==> src/rtl/configurable_logic_pkg.sv <==
// configurable_logic_pkg: function select codes and the per-bit operator they choose.
package configurable_logic_pkg;
   typedef enum logic [2:0] {
      SEL_AND  = 3'd0,
      SEL_OR   = 3'd1,
      SEL_XOR  = 3'd2,
      SEL_NAND = 3'd3,
      SEL_NOR  = 3'd4,
      SEL_XNOR = 3'd5,
      SEL_NOTA = 3'd6,
      SEL_NOTB = 3'd7
   } sel_e;
   function automatic logic apply_op(sel_e sel, logic a, logic b);
      logic r;
      r = 1'b0;
      case (sel)
         SEL_AND:  r = a & b;
         SEL_OR:   r = a | b;
         SEL_XOR:  r = a ^ b;
         SEL_NAND: r = ~(a & b);
         SEL_NOR:  r = ~(a | b);
         SEL_XNOR: r = ~(a ^ b);
         SEL_NOTA: r = ~a;
         SEL_NOTB: r = ~b;
         default:  r = 1'bx;
      endcase
      return r;
   endfunction
endpackage

==> src/rtl/configurable_logic.sv <==
// configurable_logic: selectable bitwise logic unit with combinational result and a registered copy.
module configurable_logic
   import configurable_logic_pkg::*;
#(
   parameter int WIDTH = 1
) (
   input  logic             clk,
   input  logic             rst,
   input  logic [WIDTH-1:0] A,
   input  logic [WIDTH-1:0] B,
   input  logic [2:0]       SEL,
   input  logic             EN,
   output logic [WIDTH-1:0] Y,
   output logic [WIDTH-1:0] Y_Q,
   output logic             Y_Q_VALID
);
   logic [WIDTH-1:0] y_q, y_d;
   logic             valid_q, valid_d;
   always_comb begin
      Y = '0;
      for (int i = 0; i < WIDTH; i++) Y[i] = apply_op(sel_e'(SEL), A[i], B[i]);
   end
   // Valid is sticky: once anything is captured it stays set until reset.
   always_comb begin
      y_d     = EN ? Y : y_q;
      valid_d = valid_q | EN;
   end
   always_ff @(posedge clk) begin
      if (rst) begin
         y_q     <= '0;
         valid_q <= 1'b0;
      end else begin
         y_q     <= y_d;
         valid_q <= valid_d;
      end
   end
   assign Y_Q       = y_q;
   assign Y_Q_VALID = valid_q;
endmodule

==> config.mk <==
export PLATFORM = sky130hd
export DESIGN_NAME = configurable_logic
export DESIGN_NICKNAME = d
export VERILOG_FILES = /design/src/rtl/configurable_logic_pkg.sv /design/src/rtl/configurable_logic.sv
export SDC_FILE = /design/constraint.sdc
export NUM_CORES = 1
export LEC_CHECK = 0
export BUFFER_PORTS_ARGS = -buffer_cell sky130_fd_sc_hd__buf_4
export CAP_MARGIN = 20
export CORE_AREA = 3 3 40 42
export CTS_CLUSTER_SIZE = 40
export DETAILED_ROUTE_END_ITERATION = 7
export DIE_AREA = 0 0 43 45
export GPL_TIMING_DRIVEN = 0
export PLACE_DENSITY_LB_ADDON = 0.08
export SYNTH_ARGS = -nofsm -noshare
export SYNTH_HDL_FRONTEND = slang
export SYNTH_SLANG_ARGS = --single-unit
==> constraint.sdc <==
create_clock -name clk -period 2 [get_ports clk]
set_clock_uncertainty 0.1 [all_clocks]
set_input_delay 0.2 -clock clk [delete_from_list [all_inputs] [get_ports clk]]
set_output_delay 0.2 -clock clk [all_outputs]
set_load 0.03 [all_outputs]
==> results by group, run 1 <==
Run status
  • Outcome: complete, no violations

Route
  • Routed met1 length: 171 um
  • WL/cell: 8.74 um
  • Top Metal Used: met3
  • Vias per cell: 4.06
  • Vias: 215
  • Met3 wire len: 31 um
  • Pre-antenna DRT Iters: 2
  • Metal2 WL: 260 um
  • Final wirelength: 463 um
  • Drt initial violations: 2
  • Detailed-route DRC error count: 0
  • Routed Antenna Nets: 0

Global routing
  • Largest net degree at the start of global routing: 8
  • Initial antenna violation count: 0
  • Vias in the first global route: 207
  • Gr usage total: 5.82%
  • First-pass GRT wire length: 779 um
  • Total global routing overflow: 0

Clock network
  • CTS Root Cell: clkbuf_4
  • Hold Buf Count CTS: 0
  • Clk Latency, worst-skew pair: 0.22 ns
  • CTS tree: yes
  • TritonCTS Buffers: 3
  • Post-CTS setup buffers: 0
  • Clock sink total: 2
  • Post-cts resize count: 0
  • CTS Buffer Depth: 2
  • H-tree depth: 1
  • Clock slew at reported path FFs: 0.03 ns

Die
  • Core Box Area: 1280 um^2
  • I/O pin count: 11
  • Site row count: 13
  • Die X: 43 um
  • Die Area: 1940 um^2
  • Initial core utilization: 15.0%
  • Die Y: 45 um

Flow run
  • Max-cap viol count: 0

STA
  • Post-route setup slack: 0.298 ns
  • # setup viols final: 0
  • RSZ-0062 raised after global routing: false
  • Final setup TNS: 0 ns
  • Fmax: 587 MHz
  • Slew HR: 70.8%
  • Final Hold Viols: 0
  • Max-slew violations: 0
  • Period utilization: 85.1%
  • Slew @ Worst Pin: 0.438 ns
  • Min cycle time layout: 1.70 ns

Synth
  • Flop and latch count out of synthesis: 2
  • Syn avg cell area: 7.71 um^2
  • Mapped Nets: 35
  • Gate Count Post-Synth: 25
  • Synth cell types: 16
  • Synthesis Warnings: 0
  • Seq/Total Area, Yosys: 20.8%
  • Synthesized area: 193 um^2

Final layout
  • Layout cell share with drive strength beyond 1: 39.5%
  • Most common cell after layout, fill and taps aside: buf_4
  • Area Overhead vs Synth: 60.4%
  • Commonest non-fill, non-tap cells in the layout: buf_4 (10), inv_1 (3), nand2b_1 (3), clkbuf_4 (3)
  • Fillers: 145
  • Fin cells: 53
  • Nets@finish: 50
  • # diodes: 0

Power
  • Lkg Pwr: 0.150 nW
  • Power Density: 611 nW/um^2
  • Peak supply drop: 263 uV

Critical path
  • Crit end category: primary output
  • WS Path Type: input pin to primary output
  • Crit-path cells: buf_4 -> ha_1 -> nor2b_1 -> a2111oi_1 -> nor3_1 -> buf_4
  • Most frequent CP cell: buf_4
  • Data required, critical path: 1.70 ns
  • Critical path arrival: 1.40 ns
  • Crit path max fanout: 3
  • CP max-delay cell: a2111oi_1
  • CP max stage delay: 0.45 ns
  • Startpoint Class: input pin

Place
  • Placed cell count: 50
  • IO Port Bufs: 10
  • Place WS: 0.263 ns
  • Gp weighted congestion: 0.537

Worst hold path
  • HP Class: input pin to flip-flop
## logic make-up after synthesis
logic type      count (synthesis)  share of synthesized area, %
buf+inv                         3                          5.84
flops                           2                          20.8
simple gates                   13                          38.3
compound gates                  4                          16.9
mux                             1                          5.20
fa+ha+maj                       2                          13.0
## Yosys cell counts
| library cell | count | area share [%] |
|---|---|---|
| a2111oi_1 | 1 | 5.2 |
| a21oi_1 | 1 | 2.6 |
| and2b_1 | 1 | 3.9 |
| dfxtp_1 | 2 | 21 |
| ha_1 | 2 | 13 |
| inv_1 | 3 | 5.8 |
| mux2i_1 | 1 | 5.2 |
| nand2_1 | 2 | 3.9 |
| nand2b_1 | 3 | 9.7 |
| nor2_1 | 2 | 3.9 |
| nor2b_1 | 2 | 6.5 |
| nor3_1 | 1 | 2.6 |
| o32ai_1 | 1 | 4.5 |
| o41ai_1 | 1 | 4.5 |
| or2_2 | 1 | 3.2 |
| or3b_2 | 1 | 4.5 |
## state kept, by name (all words and copies together) (netlist names)
register	flops
Y_Q	1
Y_Q_VALID	1
## area by class of cell
class | count | area [um^2] | share of cell area, %
clock buffer | 3 | 22.5 | 7.29
sequential | 2 | 40.0 | 13.0
inverter | 3 | 11.3 | 3.64
tap | 15 | 18.8 | 6.07
timing repair buffer | 10 | 75.1 | 24.3
multi-input combinational | 20 | 141 | 45.7
## stage by stage
step / util, % / total power, W / instance area, um^2 / hold WS [ns]
floorplan: - / 0.0000762 / 193 / 0.172
global placement: 22.3 / 0.000103 / 287 / 0.276
detailed placement: 22.3 / 0.000104 / 287 / 0.276
CTS: 24.1 / 0.000197 / 309 / 0.0386
global route: 24.1 / 0.000209 / 309 / 0.0475
finish: 24.1 / 0.000189 / 309 / 0.0505
## final timing paths
| check | start | end | slack (ns) | cells after the start |
|---|---|---|---|---|
| worst min-delay path | rst | Y_Q_VALID | 0.05 | 2 |
| worst max-delay path | A | Y | 0.30 | 6 |
| worst min register to register | Y_Q_VALID | Y_Q_VALID | 0.37 | 2 |
| worst max register to register | Y_Q | Y_Q | 0.99 | 2 |
## power by group
part	switching, W	internal [W]
clock	0.0000202	0.0000659
sequential	0.00000152	0.0000435
combinational	0.0000296	0.0000280
## critical path: cells and delay by family
kind	cells	cell delay, ns
AND/OR/NAND/NOR	2	0.24
buffers and inverters	2	0.31
AO/OA/AOI/OAI	1	0.45
adder cells (fa/ha/maj)	1	0.20
## layer usage
layer | global-route usage, % | vias to the layer above
met5 | 0 | -
met4 | 7.23 | 0
met3 | 1.59 | 0
met2 | 10.2 | 6
met1 | 4.81 | 95
li1 | - | 114
Note: power is estimated with default switching activity, not from simulation.
==> run 2, diff against run 1 <==
RECOVER_POWER = 25   (was default)
clock period = 1.6 ns   (was 2 ns; I/O delays follow)
==> run 2 against run 1 <==
Against the previous run:
- via count increased by 5.1%
- first-iteration DRC count increased to 2.5 times the previous value
- critical path depth increased by 1
- flip-flop and latch count unchanged
- register-to-register slack got worse by 0.40 ns
- wire length increased by 11%
- worst setup slack got worse by 0.23 ns
- clock power increased by 30%
- combinational power increased by 43%
- utilization increased by 2.7 points
- critical endpoint unchanged
- largest cell class unchanged
==> results by group, run 2 (same netlist as run 1, synthesis figures left out) <==
STA
  • Period utilization: 95.5%
  • Max-slew violations: 0
  • Final Hold Viols: 0
  • Post-route setup slack: 0.0712 ns
  • Min cycle time layout: 1.53 ns
  • Slew @ Worst Pin: 0.275 ns
  • # setup viols final: 0
  • Fmax: 654 MHz
  • Hold WS: 0.0612 ns
  • RSZ-0062 raised after global routing: false
  • Slew HR: 81.7%

Final layout
  • Nets@finish: 51
  • Fillers: 144
  • Sequential Area: 40.0 um^2
  • Area Overhead vs Synth: 78.6%
  • Fin cells: 54
  • # diodes: 0
  • Layout cell share with drive strength beyond 1: 43.6%
  • Commonest non-fill, non-tap cells in the layout: buf_4 (9), inv_1 (3), nand2b_1 (3), clkbuf_4 (3)
  • Cell area after layout: 344 um^2
  • Most common cell after layout, fill and taps aside: buf_4
  • Multi-input gate area: 170 um^2

Place
  • Gp weighted congestion: 0.537
  • Place WS: -0.0571 ns
  • IO Port Bufs: 10
  • Placed cell count: 50
  • Placed inst area: 287 um^2

Clock network
  • Clock slew at reported path FFs: 0.03 ns
  • Post-CTS setup buffers: 0
  • CTS Root Cell: clkbuf_4
  • H-tree depth: 1
  • TritonCTS Buffers: 3
  • Clock sink total: 2
  • CTS Buffer Depth: 2
  • Clk Latency, worst-skew pair: 0.22 ns
  • CTS tree: yes

Global routing
  • Vias in the first global route: 212
  • Largest net degree at the start of global routing: 8
  • Initial antenna violation count: 0
  • Total global routing overflow: 0
  • First-pass GRT wire length: 821 um
  • Gr usage total: 6.41%

Route
  • Pre-antenna DRT Iters: 3
  • WL/cell: 9.48 um
  • Routed Antenna Nets: 0
  • Drt initial violations: 5
  • Detailed-route DRC error count: 0
  • Final wirelength: 512 um
  • Vias per cell: 4.19
  • Vias: 226

Die
  • Site row count: 13
  • Core Box Area: 1280 um^2
  • I/O pin count: 11
  • Die X: 43 um
  • Die Area: 1940 um^2
  • Initial core utilization: 15.0%
  • Die Y: 45 um

Flow run
  • Max-cap viol count: 0

Critical path
  • Buf/Inv on CP: 3
  • CP max stage delay: 0.29 ns
  • Critical path arrival: 1.27 ns
  • Cell family with most CP delay: simple AND/OR/NAND/NOR gates
  • Most frequent CP cell: buf_4
  • Crit end category: primary output
  • Crit path max fanout: 3
  • WS Path Type: input pin to primary output
  • Crit-path cells: buf_4 -> inv_1 -> ha_1 -> or2_2 -> a21oi_2 -> nor3_1 -> buf_4
  • Data required, critical path: 1.34 ns
  • Startpoint Class: input pin
  • CP max-delay cell: ha_1

Worst hold path
  • HP Class: input pin to flip-flop

Run status
  • Outcome: complete, no violations

Power
  • Lkg Pwr: 0.154 nW
  • Power Density: 727 nW/um^2
  • Peak supply drop: 358 uV
run 2: what timing repair did:
action	CTS	global route
gates resized for setup	1	3
hold endpoints to repair	1	0
setup endpoints to repair	1	1
hold buffers	1	0
pin swaps	0	1
run 2: power by group:
part           total [W]  internal [W]  switching [W]
sequential     0.0000562     0.0000544     0.00000180
combinational  0.0000823     0.0000393      0.0000429
clock           0.000112     0.0000827      0.0000289
total           0.000250      0.000176      0.0000736
run 2: worst paths after layout:
kind	to	slack, ns	cells after the start	from
min	Y_Q_VALID	0.06	3	EN
max	Y	0.07	7	A
min reg2reg	Y_Q_VALID	0.37	2	Y_Q_VALID
max reg2reg	Y_Q	0.59	2	Y_Q
run 2: metal layers:
metal | global-route usage [%] | vias up | wire length [um]
met2 | 10.2 | 8 | 293
met5 | 0 | - | 0
met3 | 2.79 | 2 | 36
met1 | 5.05 | 102 | 158
li1 | - | 114 | -
met4 | 9.04 | 0 | 23
run 2: worst reg2reg max path, delay by kind of cell, from the launching register on:
kind	cells	cell delay, ns
compound gates	1	0.07
flops	1	0.31
simple gates	1	0.43
run 2: final cells by class:
| class | instances | share of cell area (%) |
|---|---|---|
| clock buffers | 3 | 6.55 |
| inverters | 3 | 3.27 |
| well taps | 15 | 5.45 |
| repair buffers | 11 | 23.6 |
| flip-flops and latches | 2 | 11.6 |
| multi-input cells | 20 | 49.5 |
run 2: through the flow:
stage | total power (W) | util [%] | setup TNS, ns
2_1_floorplan | 0.0000953 | - | 0
3_3_place_gp | 0.000129 | 22.3 | -0.0641
3_5_place_dp | 0.000130 | 22.3 | -0.0571
4_1_cts | 0.000249 | 25.2 | 0
5_1_grt | 0.000276 | 26.8 | 0
6_report | 0.000250 | 26.8 | 0
